--- src/rtl/pio_bus_pkg.sv ---
// rtl/pio_bus_pkg.sv - shared types and PIO register map for the PIO bus master
// Contents: pio_cmd_t command record, bus_state_t FSM states, PIO register
// byte addresses and a helper sizing the busy-timeout counter.
package pio_bus_pkg;

    typedef struct packed {
        logic        rw;
        logic [11:0] addr;
        logic [31:0] wdata;
    } pio_cmd_t;

    typedef enum logic [1:0] {
        IDLE,
        ACCESS,
        RESP
    } bus_state_t;

    localparam logic [11:0] CTRL          = 12'h000;
    localparam logic [11:0] INSTR_MEM0    = 12'h048;
    localparam logic [11:0] SM0_CLKDIV    = 12'h0C8;
    localparam logic [11:0] SM0_EXECCTRL  = 12'h0CC;
    localparam logic [11:0] SM0_SHIFTCTRL = 12'h0D0;
    localparam logic [11:0] SM0_ADDR      = 12'h0D4;
    localparam logic [11:0] SM0_INSTR     = 12'h0D8;

    localparam int CMD_W = $bits(pio_cmd_t);

    // A disabled timeout (0) still gets a 1-bit counter so no zero-width vector appears.
    function automatic int tmo_cnt_w(input int timeout);
        return (timeout == 0) ? 1 : $clog2(timeout + 1);
    endfunction

endpackage

--- src/rtl/pio_bus_master_if.sv ---
// rtl/pio_bus_master_if.sv - PIO register port between the bus master and the PIO
// Signals: sel, RW (1 = write), addr[11:0], wdata[31:0] from master;
// rdata[31:0], busy (stall) from the PIO slave.
interface pio_bus_master_if;
    logic        sel;
    logic        RW;
    logic [11:0] addr;
    logic [31:0] wdata;
    logic [31:0] rdata;
    logic        busy;

    modport master (output sel, RW, addr, wdata, input rdata, busy);
    modport slave  (input sel, RW, addr, wdata, output rdata, busy);
endinterface

--- src/rtl/pio_cmd_fifo.sv ---
// rtl/pio_cmd_fifo.sv - synchronous command FIFO with full/empty flags
// Ports: clk, resetn (sync active-low), push/wdata write side, pop/rdata
// read side (rdata shows the head entry), full, empty.
module pio_cmd_fifo #(
    parameter int DEPTH = 4,
    parameter int WIDTH = 45
) (
    input  logic             clk,
    input  logic             resetn,
    input  logic             push,
    input  logic [WIDTH-1:0] wdata,
    input  logic             pop,
    output logic [WIDTH-1:0] rdata,
    output logic             full,
    output logic             empty
);
    localparam int AW = $clog2(DEPTH);

    logic [WIDTH-1:0] mem [DEPTH];
    // Pointers carry one extra bit so equal low bits can be told apart as full vs empty.
    logic [AW:0] wr_ptr;
    logic [AW:0] rd_ptr;

    assign empty = (wr_ptr == rd_ptr);
    assign full  = (wr_ptr[AW] != rd_ptr[AW]) && (wr_ptr[AW-1:0] == rd_ptr[AW-1:0]);
    assign rdata = mem[rd_ptr[AW-1:0]];

    always_ff @(posedge clk) begin
        if (push && !full) begin
            mem[wr_ptr[AW-1:0]] <= wdata;
        end
    end

    always_ff @(posedge clk) begin
        if (!resetn) begin
            wr_ptr <= '0;
            rd_ptr <= '0;
        end else begin
            if (push && !full) begin
                wr_ptr <= wr_ptr + (AW+1)'(1);
            end
            if (pop && !empty) begin
                rd_ptr <= rd_ptr + (AW+1)'(1);
            end
        end
    end

endmodule

--- src/rtl/pio_bus_master.sv ---
// rtl/pio_bus_master.sv - queued register-bus initiator driving the PIO slave port
// Ports: clk, reset (sync active-low); cmd_valid/cmd_ready/cmd_rw/cmd_addr/
// cmd_wdata command input; rsp_valid/rsp_ready/rsp_rdata/rsp_err response
// output; bus (master modport: sel, RW, addr, wdata, rdata, busy); idle.
module pio_bus_master
    import pio_bus_pkg::*;
#(
    parameter int DEPTH   = 4,
    parameter int TIMEOUT = 255
) (
    input  logic                     clk,
    input  logic                     reset,
    input  logic                     cmd_valid,
    output logic                     cmd_ready,
    input  logic                     cmd_rw,
    input  logic [11:0]              cmd_addr,
    input  logic [31:0]              cmd_wdata,
    output logic                     rsp_valid,
    input  logic                     rsp_ready,
    output logic [31:0]              rsp_rdata,
    output logic                     rsp_err,
    pio_bus_master_if.master         bus,
    output logic                     idle
);
    localparam int             CW  = tmo_cnt_w(TIMEOUT);
    localparam logic [CW:0]    TMO = (CW+1)'(TIMEOUT);

    bus_state_t  state;
    pio_cmd_t    push_cmd;
    pio_cmd_t    head_cmd;
    logic        fifo_full;
    logic        fifo_empty;
    logic        fifo_pop;
    logic [CW-1:0] tmo_cnt;
    logic [CW:0]   tmo_next;
    logic          tmo_hit;

    assign push_cmd  = '{rw: cmd_rw, addr: cmd_addr, wdata: cmd_wdata};
    // No pop-through: readiness depends only on the full flag, and is held low in reset.
    assign cmd_ready = !fifo_full && reset;
    assign fifo_pop  = (state == IDLE) && !fifo_empty;
    assign idle      = (state == IDLE) && fifo_empty;

    // Value the counter takes on this busy edge; the abort fires on the TIMEOUT-th one.
    assign tmo_next = {1'b0, tmo_cnt} + (CW+1)'(1);
    assign tmo_hit  = (TIMEOUT != 0) && (tmo_next == TMO);

    pio_cmd_fifo #(
        .DEPTH (DEPTH),
        .WIDTH (CMD_W)
    ) u_fifo (
        .clk    (clk),
        .resetn (reset),
        .push   (cmd_valid && cmd_ready),
        .wdata  (push_cmd),
        .pop    (fifo_pop),
        .rdata  (head_cmd),
        .full   (fifo_full),
        .empty  (fifo_empty)
    );

    always_ff @(posedge clk) begin
        if (!reset) begin
            state     <= IDLE;
            bus.sel   <= 1'b0;
            bus.RW    <= 1'b0;
            bus.addr  <= '0;
            bus.wdata <= '0;
            rsp_valid <= 1'b0;
            rsp_rdata <= '0;
            rsp_err   <= 1'b0;
            tmo_cnt   <= '0;
        end else begin
            case (state)
                IDLE: begin
                    if (!fifo_empty) begin
                        bus.RW    <= head_cmd.rw;
                        bus.addr  <= head_cmd.addr;
                        bus.wdata <= head_cmd.wdata;
                        bus.sel   <= 1'b1;
                        tmo_cnt   <= '0;
                        state     <= ACCESS;
                    end
                end
                ACCESS: begin
                    if (!bus.busy) begin
                        rsp_rdata <= bus.RW ? 32'h0 : bus.rdata;
                        rsp_err   <= 1'b0;
                        bus.sel   <= 1'b0;
                        rsp_valid <= 1'b1;
                        state     <= RESP;
                    end else begin
                        if (tmo_cnt != '1) begin
                            tmo_cnt <= tmo_next[CW-1:0];
                        end
                        if (tmo_hit) begin
                            bus.sel   <= 1'b0;
                            rsp_err   <= 1'b1;
                            rsp_rdata <= 32'h0;
                            rsp_valid <= 1'b1;
                            state     <= RESP;
                        end
                    end
                end
                RESP: begin
                    if (rsp_ready) begin
                        rsp_valid <= 1'b0;
                        state     <= IDLE;
                    end
                end
                default: begin
                    state <= IDLE;
                end
            endcase
        end
    end

endmodule

--- src/flat_wrapper.sv ---
// flat-port wrapper written by rule: the top's interface ports become plain ports
module pio_bus_master_flat import pio_bus_pkg::*;
#(
    parameter int DEPTH   = 4,
    parameter int TIMEOUT = 255
)
  (clk, reset, cmd_valid, cmd_ready, cmd_rw, cmd_addr, cmd_wdata, rsp_valid, rsp_ready, rsp_rdata, rsp_err, idle, bus_sel, bus_RW, bus_addr, bus_wdata, bus_rdata, bus_busy);
  pio_bus_master_if bus_i ();
  input  logic clk;
  input  logic reset;
  input  logic cmd_valid;
  output logic cmd_ready;
  input  logic cmd_rw;
  input  logic [11:0] cmd_addr;
  input  logic [31:0] cmd_wdata;
  output logic rsp_valid;
  input  logic rsp_ready;
  output logic [31:0] rsp_rdata;
  output logic rsp_err;
  output logic idle;
  output wire logic [$bits(bus_i.sel)-1:0] bus_sel;
  output wire logic [$bits(bus_i.RW)-1:0] bus_RW;
  output wire logic [$bits(bus_i.addr)-1:0] bus_addr;
  output wire logic [$bits(bus_i.wdata)-1:0] bus_wdata;
  input wire logic [$bits(bus_i.rdata)-1:0] bus_rdata;
  input wire logic [$bits(bus_i.busy)-1:0] bus_busy;
  assign bus_sel = bus_i.sel;
  assign bus_RW = bus_i.RW;
  assign bus_addr = bus_i.addr;
  assign bus_wdata = bus_i.wdata;
  assign bus_i.rdata = bus_rdata;
  assign bus_i.busy = bus_busy;
  pio_bus_master #(.DEPTH(DEPTH), .TIMEOUT(TIMEOUT)) u_core (.clk(clk), .reset(reset), .cmd_valid(cmd_valid), .cmd_ready(cmd_ready), .cmd_rw(cmd_rw), .cmd_addr(cmd_addr), .cmd_wdata(cmd_wdata), .rsp_valid(rsp_valid), .rsp_ready(rsp_ready), .rsp_rdata(rsp_rdata), .rsp_err(rsp_err), .bus(bus_i), .idle(idle));
endmodule
--- config.mk ---
export PLATFORM = sky130hd
export DESIGN_NAME = pio_bus_master_flat
export DESIGN_NICKNAME = d
export VERILOG_FILES = /design/src/rtl/pio_bus_pkg.sv /design/src/rtl/pio_bus_master_if.sv /design/src/rtl/pio_cmd_fifo.sv /design/src/rtl/pio_bus_master.sv /design/src/flat_wrapper.sv
export SDC_FILE = /design/constraint.sdc
export NUM_CORES = 1
export LEC_CHECK = 0
export BUFFER_PORTS_ARGS = -buffer_cell sky130_fd_sc_hd__buf_2
export CAP_MARGIN = 40
export CORE_MARGIN = 8
export CORE_UTILIZATION = 44
export CTS_BUF_LIST = sky130_fd_sc_hd__clkbuf_8 sky130_fd_sc_hd__clkbuf_16
export DETAILED_ROUTE_END_ITERATION = 6
export GPL_TIMING_DRIVEN = 0
export PLACE_DENSITY = 0.67
export SYNTH_ARGS = -nofsm -noshare
export SYNTH_HDL_FRONTEND = slang
export SYNTH_HIERARCHICAL = 1
export SYNTH_SLANG_ARGS = --single-unit
export TNS_END_PERCENT = 1
--- constraint.sdc ---
create_clock -name clk -period 3.55 [get_ports clk]
set_input_delay 0.1775 -clock clk [delete_from_list [all_inputs] [get_ports clk]]
set_output_delay 0.1775 -clock clk [all_outputs]
set_load 0.01 [all_outputs]
# Word level (Yosys, flattened, before mapping)
# Memory sizes are Yosys's and may differ from the RTL's. A register that Yosys moved wholly into a read port is not among the register bits.
# Cells that the tools add are included.
# totals
register_bits	51
latch_bits	0
mem_bits_rw	180
mem_bits_ro	0
in_bits	82
output_inout_bits	82
memories	1
# op_classes
n_addsub	3
mul	0
n_div	0
n_lt_le_gt_ge	0
n_eq_ne	13
shifts	0
mux	23
bitwise_logic	1
reduce_logical	19
# mem_list
name	depth	word_bits	rd	rd_clocked_by_memory_dff	write_ports	line	rtl
u_core.u_fifo.mem	4	45	1	1	1	pio_cmd_fifo.sv:19	logic [WIDTH-1:0] mem [DEPTH];
# op_table
op	count
2-to-1 mux 32 bit	3
2-to-1 mux 8 bit	3
one-hot mux 8 bit (2 select lines)	1
adder 8 x 1 -> 9 bit, second input constant	1
equality test 9 x 8 -> 1 bit, second input constant	1
2-to-1 mux 1 bit	9
AND reduction 3 bit	3
2-to-1 mux 2 bit	4
inequality test 8 bit, second input constant	1
logical AND 1 bit	7
adder 3 x 1 -> 3 bit, second input constant	2
inequality test 2 bit, second input constant	3
one-hot mux 2 bit (3 select lines)	1
inequality test 2 x 1 -> 1 bit, second input constant	2
one-hot mux 1 bit (2 select lines)	2
AND reduction 2 bit	2
AND reduction 4 bit	1
nonzero test 2 bit	2
equality test 3 bit	1
zero test 1 bit	3
inequality test 3 x 2 -> 1 bit, second input constant	1
equality test 2 x 1 -> 1 bit, second input constant	1
equality test 2 bit	1
equality test 2 bit, second input constant	1
3 further kinds	3

# Longest topological paths before layout
# Gate-level depths: netlist of run 1.
# logic_depth
ltp_word	8
mapped_depth	10

# Hierarchy
# The synthesis of run 1 kept the hierarchy.
# modules_own_cells
module	n_inst	cells_per_inst	area_per_inst_um2	seq_area_each_um2
pio_cmd_fifo	1	303	7048.0	5565.3
pio_bus_master	1	444	3809.9	1801.7

# Worst setup path before layout of run 1
# Ideal clock, no wire load.
# synth_timing
kind	register to register
from	reg u_core.u_fifo.wr_ptr[0]
to	mem u_core.u_fifo.mem[3][0] (enable)
setup_time_ns	0.447
arrival_ns	3.343
t_required_ns	3.103
setup_slack_ns	-0.241
path_stages_with_launch	7
path_cell_list	dfxtp_1 xor2_1 nor3_1 nor2_1 and2_1 nand2_1 nor2_1
# synth_via
elab_chain_cells	8
# synth_rtl
item	line	rtl
start, declared	pio_cmd_fifo.sv:21	logic [AW:0] wr_ptr;
start signal, assigned	pio_cmd_fifo.sv:40	wr_ptr <= wr_ptr + (AW+1)'(1);
equality test 2 bit	pio_cmd_fifo.sv:25	assign full = (wr_ptr[AW] != rd_ptr[AW]) && (wr_ptr[AW-1:0] == rd_ptr[AW-1:0]);
logical AND 1 bit	pio_cmd_fifo.sv:25	
named net u_core.fifo_full	pio_bus_master.sv:31	logic fifo_full;
zero test 1 bit	pio_bus_master.sv:40	assign cmd_ready = !fifo_full && reset;
logical AND 1 bit	pio_bus_master.sv:40	
named net cmd_ready	flat_wrapper.sv:12	output logic cmd_ready;
logical AND 1 bit	pio_bus_master.sv:54	.push (cmd_valid && cmd_ready),
logical AND 1 bit	pio_cmd_fifo.sv:29	if (push && !full) begin
2-to-1 mux 1 bit	pio_cmd_fifo.sv:29	
2-to-1 mux 1 bit (implied by the code)	pio_cmd_fifo.sv:30	mem[wr_ptr[AW-1:0]] <= wdata;
end, declared	pio_cmd_fifo.sv:19	
# The timed path passes the listed nets, and every way through them passes these cells.

# Worst setup path after layout of run 1
# layout_timing
from	reg u_core.u_fifo.wr_ptr[0]
to	mem u_core.u_fifo.mem[3][13] (enable)
# layout_via
elab_chain_cells	8
# layout_rtl
item	line
equality test 2 bit (*)	pio_cmd_fifo.sv:25
logical AND 1 bit (*)	pio_cmd_fifo.sv:25
named net u_core.fifo_full	pio_bus_master.sv:31
zero test 1 bit (*)	pio_cmd_fifo.sv:29, pio_bus_master.sv:40
logical AND 1 bit	pio_bus_master.sv:40
logical AND 1 bit	pio_bus_master.sv:54
logical AND 1 bit (*)	pio_cmd_fifo.sv:29
2-to-1 mux 1 bit (*)	pio_cmd_fifo.sv:29
2-to-1 mux 1 bit (implied by the code) (*)	pio_cmd_fifo.sv:30
# The timed path passes the listed nets; every way through them passes the cells marked *.

==> metrics.md, run 1 <==
| Metric | Value |
|---|---|
| Post-Syn Area | `roughly 11000 µm²` |
| Clock Tree Root | `clkbuf_16` |
| Main combinational cell family by area after synthesis | `compound AO/OA/AOI/OAI gates` |
| GR Overflow Total | `0` |
| Final slew viol count | `0` |
| Syn avg cell area | `between 10 and 15 µm²` |
| Xor and xnor area share after synthesis | `less than 1%` |
| Worst-path fanout max | `24` |
| 1st-pass router iterations | `4` |
| Reg2Reg Depth | `7` |
| Leakage | `approximately 0.0051 µW` |
| Critical path's largest stage delay | `0.68 ns` |
| CP startpoint kind | `register` |
| Yosys reg bits | `around 280` |
| Final nets | `between 1000 and 1500` |
| Routed Wire Length | `around 26 mm` |
| Yosys top cell area share | `around half` |
| Most frequent cells in the layout | `buf_2, edfxtp_1, a21oi_1` |
| Post-DP HPWL | `16.9 mm` |
| Iter 0 DRT Violations | `between 300 and 400` |
| Period utilization | `roughly 86%` |
| Main synth FF type | `edfxtp_1` |
| Unique cell type count in the Yosys netlist | `54` |
| R2R Setup Slk | `0.51 ns` |
| Simple-gate share of the synthesized area | `about 6.7%` |
| PwrDens | `~630 nW/µm²` |
| Placed cell area | `around 12000 µm²` |
| Synth Area in Compound Gates | `11.5%` |
| I/O Pins | `between 150 and 200` |
| Die Ht | `between 150 and 200 µm` |
| End point of the critical path | `u_core/u_fifo/mem[3][13]$_DFFE_PP_` |
| Hold Vio Cnt, Final | `0` |
| Routed Antenna Nets | `0` |
| Number of port buffers | `between 150 and 200` |
| CP max stage cell | `nor2_4` |
| Initial Utilization | `~45%` |
| H-tree lvl count | `1` |
| Total CTS buffers | `29` |
| Async S/R FF share, synth | `0%` |
| First-pass GRT wire length | `between 40 and 50 mm` |
| Cts repair resizes | `0` |
| Layout cells sized above 1 | `between 30 and 40%` |
| RSZ-0062 raised after global routing | `false` |
| Clk Latency, worst-skew pair | `between 0.5 and 0.6 ns` |
| Pint | `between 6000 and 7000 µW` |
| Hold Crit Depth | `3` |
| Final TNS setup | `0 ns` |
| Die ar. | `between 20000 and 30000 µm²` |
| Status | `finished clean` |
| Worst r2r dst | `u_core/u_fifo/mem[3][13]$_DFFE_PP_` |
| Vias in the first global route | `7706` |
| Worst Max-Slew Pin Slew | `0.857 ns` |
| CTS Sinks | `between 200 and 300` |
| Cell taking the most area after synthesis | `edfxtp_1` |
| Vias | `between 7000 and 8000` |
| Cts hold-fix bufs | `76` |
| VDD IR max | `between 0.4 and 0.5 mV` |
| Drc violations | `0` |
| Post-synth EDFFs | `180` |
| Clock network fraction of total power | `between 30% and 40%` |
| Core area | `about 24000 µm²` |
| Post-synthesis adder-cell area fraction | `less than 1%` |
| Mux cell area share after synthesis | `a little under a tenth` |
| Fmax achieved | `between 300 and 400 MHz` |
| Cell row count | `between 50 and 60` |
| CP required | `3.78 ns` |
| Most common cell after layout, fill and taps aside | `buf_2` |
| Seq pwr share | `43.8%` |
| CP Cell Sequence | `xor2_1 -> nor3_1 -> nor2_1 -> and2_1 -> nand2_1 -> nor2_4 -> buf_12` |
| CP Data Arrival Time | `3.28 ns` |
| Maximum buffer depth of the clock tree | `3` |
| Area growth syn-to-layout | `28.2%` |
| Crit path time final | `~3.0 ns` |
| # Max-Cap Violations | `0` |
| Initial antenna violation count | `2` |
| Mapped Cells | `about 750` |
| TritonCTS clock tree | `yes` |
| Gr usage total | `17.0%` |
| HP Class | `primary input to register` |
| Setup bufs post-CTS | `0` |
| Hold Slack | `0.0326 ns` |
| Design Area, Final | `approximately 14000 µm²` |
| Sw Pwr | `2470 µW` |
| Synth warn | `6` |
| Worst Setup End Kind | `register` |
| Crit path kind | `register to register` |
| Synth Net Count | `roughly 840` |
| Vias/cell | `around 5.3` |
| Clk_skew | `between 0.01 and 0.015 ns` |
| R2r startpoint | `u_core/u_fifo/wr_ptr[0]$_SDFFE_PN0P_` |
| Gate power share | `21.1%` |
| Worst slew margin relative to its limit | `between 40% and 50%` |
| Top area cells in the synthesized netlist | `edfxtp_1, dfxtp_1, mux4_2` |
| Sw Ratio | `between 20% and 30%` |
| Origin of the worst setup path | `u_core/u_fifo/wr_ptr[0]$_SDFFE_PN0P_` |
| # setup viols final | `0` |
| Die width | `about 170 µm` |
| Worst-path clk slew | `~0.06 ns` |
| Seq/Total Area, Yosys | `67.8%` |
| Total power | `8810 µW` |
| Largest net degree at the start of global routing | `30` |
| Gpl congestion | `~0.81` |
| Routed length per placed instance | `around 19 µm` |
## Yosys cell counts (7+ instances only)
library cell  instances
edfxtp_1            180
a21oi_1             115
nand2_1             100
dfxtp_1              98
mux4_2               45
a311oi_1             22
buf_2                20
clkbuf_1             16
inv_1                13
o21ai_0              11
a311oi_2             10
ha_1                  7
nand3_1               7
nor3_1                7
## cells by family after synthesis
logic type | count (synthesis)
muxes | 45
buffers and inverters | 67
AOI/OAI and AO/OA | 189
DFF | 278
xor gates and xnor gates | 8
adders and majority gates | 7
and+or+nand+nor | 153
## layout make-up
type,count,area (µm²)
tap,324,405
clock inverter,23,249
inverter,13,48.8
multi-input combinational,402,3160
buffer,54,298
timing repair buffer,242,1650
fill,1929,10300
sequential,278,7370
clock buffer,30,739
antenna,2,5.00
## metrics by stage
step	utilization [%]	setup WS [ns]	instances
finish	57.4	0.509	1368
global route	57.4	0.253	1368
CTS	57.4	0.467	1366
detailed placement	50.2	0.491	1237
global placement	49.8	-0.724	1233
floorplan	-	0.442	747
## flip-flops by register name (all words and copies together), names as in the netlist, named ones only
signal                cells
u_core/bus.wdata         32
u_core/u_fifo/rd_ptr      3
u_core/bus.RW             1
u_core/bus.sel            1
u_core/u_fifo/wr_ptr      3
u_core/rsp_rdata         32
u_core/tmo_cnt            8
u_core/rsp_valid          1
u_core/u_fifo/mem       180
u_core/bus.addr          12
u_core/state              2
u_core/rsp_err            1
## layer usage
metal  global-route usage, %  vias to the layer above  routed length [µm]
li1                        -                     3454                   -
met1                    21.0                     3553               10700
met2                    29.3                      261               12600
met3                    4.70                       34                2090
met4                    3.56                        0                 346
met5                       0                        -                   0
## power groups by stage
| stage | Clock [µW] | Combinational, µW | Sequential, µW |
|---|---|---|---|
| 3_3_place_gp | 0 | 1770 | 3930 |
| 5_1_grt | 3310 | 2060 | 3890 |
| 4_1_cts | 3170 | 1880 | 3860 |
| 6_report | 3090 | 1860 | 3860 |
| 2_1_floorplan | 0 | 1080 | 3990 |
| 3_5_place_dp | 0 | 1800 | 3930 |
## worst min-delay path by stage
stage / startpoint / to / slack, ns
after CTS: bus_rdata[22] / u_core/rsp_rdata[22]$_SDFFE_PN0P_ / 0.006
after detailed placement: cmd_wdata[30] / u_core/u_fifo/mem[1][30]$_DFFE_PP_ / 0.39
final: bus_rdata[22] / u_core/rsp_rdata[22]$_SDFFE_PN0P_ / 0.03
after global routing: bus_rdata[5] / u_core/rsp_rdata[5]$_SDFFE_PN0P_ / 0.02
after global placement: cmd_wdata[24] / u_core/u_fifo/mem[2][24]$_DFFE_PP_ / 0.39
after floorplan: cmd_wdata[0] / u_core/u_fifo/mem[0][0]$_DFFE_PP_ / 0.28
## worst max-delay path, delay by kind of cell, from the launching register on
kind                   cells  cell delay (ns)
XOR/XNOR                   1             0.46
buffers and inverters      1             0.28
flip-flops                 1             0.47
AND/OR/NAND/NOR            5             1.50
(Power assumes the default switching activity.)
==> run 2, diff against run 1 <==
--- a/config.mk
+++ b/config.mk
@@ -12,7 +12,9 @@
 export CTS_BUF_LIST = sky130_fd_sc_hd__clkbuf_8 sky130_fd_sc_hd__clkbuf_16
 export DETAILED_ROUTE_END_ITERATION = 6
 export GPL_TIMING_DRIVEN = 0
+export HOLD_SLACK_MARGIN = 0.06
 export PLACE_DENSITY = 0.67
+export RECOVER_POWER = 25
 export SYNTH_ARGS = -nofsm -noshare
 export SYNTH_HDL_FRONTEND = slang
 export SYNTH_HIERARCHICAL = 1
==> metrics.md, run 2 (synthesis results as in run 1) <==
| Metric | Value |
|---|---|
| Status | `finished clean (unchanged)` |
| Die Ht | `173 µm (unchanged)` |
| Largest net degree at the start of global routing | `30 (unchanged)` |
| Worst-path fanout max | `28 (was 24)` |
| Hold path start | `bus_busy (was bus_rdata[22])` |
| Routed Antenna Nets | `0 (unchanged)` |
| Vias | `7260 (was 7302)` |
| Max reg flops | `180 (unchanged)` |
| R2r startpoint | `u_core/u_fifo/wr_ptr[0]$_SDFFE_PN0P_ (unchanged)` |
| VDD IR max | `0.492 mV (was 0.497 mV)` |
| Vias/cell | `5.30 (was 5.34)` |
| Origin of the worst setup path | `u_core/u_fifo/wr_ptr[0]$_SDFFE_PN0P_ (unchanged)` |
| Drc violations | `0 (unchanged)` |
| Setup bufs post-CTS | `0 (unchanged)` |
| PwrDens | `633 nW/µm² (about the same)` |
| First-pass GRT wire length | `42.0 mm (was 41.9 mm)` |
| Total CTS buffers | `29 (unchanged)` |
| Cell row count | `57 (unchanged)` |
| RSZ-0062 raised after global routing | `false (unchanged)` |
| Crit path kind | `register to register (unchanged)` |
| Post-DP HPWL | `16.9 mm (unchanged)` |
| Leakage | `0.00498 µW (was 0.00506 µW)` |
| GR Overflow Total | `0 (unchanged)` |
| Crit path time final | `3.05 ns (was 3.04 ns)` |
| Sw Ratio | `28.0% (about the same)` |
| Seq pwr share | `43.8% (about the same)` |
| Die width | `173 µm (unchanged)` |
| Vias in the first global route | `7683 (was 7706)` |
| Sw Pwr | `2470 µW (about the same)` |
| Clk_skew | `0.0144 ns (was 0.0109 ns)` |
| Worst Hold Endpoint | `u_core/rsp_rdata[25]$_SDFFE_PN0P_ (was u_core/rsp_rdata[22]$_SDFFE_PN0P_)` |
| Number of port buffers | `162 (unchanged)` |
| Worst Setup End Kind | `register (unchanged)` |
| CP required | `3.78 ns (about the same)` |
| Worst slew margin relative to its limit | `43.2% (was 42.9%)` |
| # setup viols final | `0 (unchanged)` |
| Hold Crit Depth | `3 (unchanged)` |
| Iter 0 DRT Violations | `376 (was 336)` |
| Routed length per placed instance | `18.8 µm (about the same)` |
| Period utilization | `85.8% (was 85.7%)` |
| Routed Wire Length | `25.8 mm (about the same)` |
| Area growth syn-to-layout | `28.1% (was 28.2%)` |
| Maximum buffer depth of the clock tree | `3 (unchanged)` |
| Gate power share | `21.1% (about the same)` |
| Clock Tree Root | `clkbuf_16 (unchanged)` |
| Clk Latency, worst-skew pair | `0.54 ns (about the same)` |
| Cts repair resizes | `0 (unchanged)` |
| Die ar. | `30000 µm² (unchanged)` |
| H-tree lvl count | `1 (unchanged)` |
| Fmax achieved | `328 MHz (was 329 MHz)` |
| Worst-path clk slew | `0.06 ns (about the same)` |
| CP Data Arrival Time | `3.28 ns (about the same)` |
| Layout cells sized above 1 | `26.9% (was 30.2%)` |
| Final TNS setup | `0 ns (unchanged)` |
| Final setup margin | `0.503 ns (was 0.509 ns)` |
| Final nets | `1112 (was 1109)` |
| Gr usage total | `17.0% (about the same)` |
| Worst Max-Slew Pin Slew | `0.853 ns (was 0.857 ns)` |
| I/O Pins | `164 (unchanged)` |
| 1st-pass router iterations | `4 (unchanged)` |
| Reg2Reg Depth | `8 (was 7)` |
| Final slew viol count | `0 (unchanged)` |
| Most frequent cells in the layout | `edfxtp_1, buf_2, a21oi_1 (was buf_2, edfxtp_1, a21oi_1)` |
| R2R Setup Slk | `0.50 ns (was 0.51 ns)` |
| Initial Utilization | `44.8% (unchanged)` |
| Gpl congestion | `0.809 (unchanged)` |
| Hold Vio Cnt, Final | `0 (unchanged)` |
| Most common cell after layout, fill and taps aside | `edfxtp_1 (was buf_2)` |
| Core area | `24200 µm² (unchanged)` |
| CP startpoint kind | `register (unchanged)` |
| HP Class | `primary input to register (unchanged)` |
| CTS Sinks | `278 (unchanged)` |
| Pint | `6340 µW (about the same)` |
| # Max-Cap Violations | `0 (unchanged)` |
| Initial antenna violation count | `2 (unchanged)` |
| TritonCTS clock tree | `yes (unchanged)` |
| Pre-CTS WS | `0.491 ns (unchanged)` |
| Worst r2r dst | `u_core/u_fifo/mem[1][13]$_DFFE_PP_ (was u_core/u_fifo/mem[3][13]$_DFFE_PP_)` |
| Clock network fraction of total power | `35.1% (about the same)` |
-- run 2: cell count changes in the layout (fill, tap and decap cells not counted), sizes merged --
cell | previous run | this run
dlygate4sd3 | 76 | 79
buf | 201 | 167
clkbuf | 48 | 82
-- run 2: worst max path at each step --
stage,endpoint,slack (ns),cells after the start
after floorplan,u_core/u_fifo/mem[0][0]$_DFFE_PP_,0.44,7
after global placement,u_core/u_fifo/mem[3][19]$_DFFE_PP_,-0.72,6
after detailed placement,u_core/u_fifo/mem[3][19]$_DFFE_PP_,0.49,7
after CTS,u_core/u_fifo/mem[3][14]$_DFFE_PP_,0.47,7
after global routing,u_core/u_fifo/mem[3][20]$_DFFE_PP_,0.25,7
final,u_core/u_fifo/mem[1][13]$_DFFE_PP_,0.50,8
-- run 2: worst max-delay path: stages, from the launching register on --
cell     delay (ns)
dfxtp_1        0.47
xor2_1         0.46
nor3_1         0.19
nor2_1         0.19
and2_1         0.26
inv_1          0.08
a31oi_1        0.23
and2_2         0.56
buf_12         0.28
-- run 2: area by class of cell --
class	instances	area [µm²]
Clock buffer	30	739
Multi-Input combinational cell	402	3160
Antenna cell	2	5.00
Tap cell	324	405
Sequential cell	278	7370
Inverter	13	48.8
Clock inverter	23	249
Fill cell	1948	10300
Buffer	54	298
Timing Repair Buffer	245	1640
-- run 2: power groups by stage --
stage | registers, µW | clock network, µW | logic (µW)
after CTS | 3860 | 3170 | 1880
after floorplan | 3990 | 0 | 1080
final | 3860 | 3090 | 1860
after global routing | 3890 | 3310 | 2060
after detailed placement | 3930 | 0 | 1800
after global placement | 3930 | 0 | 1770
-- run 2: stage by stage --
stage | hold WS, ns | utilization [%] | power, µW | instances | instance area (µm²)
floorplan | 0.276 | - | 5070 | 747 | 10900
global placement | 0.394 | 49.8 | 5700 | 1233 | 12100
detailed placement | 0.394 | 50.2 | 5730 | 1237 | 12200
CTS | 0.106 | 57.5 | 8910 | 1369 | 13900
global route | 0.144 | 57.4 | 9260 | 1371 | 13900
finish | 0.136 | 57.4 | 8810 | 1371 | 13900
-- run 2: routing by layer --
layer / global-route usage [%] / part of all wire, % / vias to the layer above
met3: 4.68 / 7.6 / 32
met4: 3.49 / 1.3 / 0
met2: 29.3 / 49 / 236
met5: 0 / 0 / -
li1: - / - / 3458
met1: 21.2 / 42 / 3534
-- run 2: repair_timing --
action                                 4_1_cts  5_1_grt
endpoints found under the hold margin      216        0
setup endpoints to repair                    0        0
hold buffers                                79        0
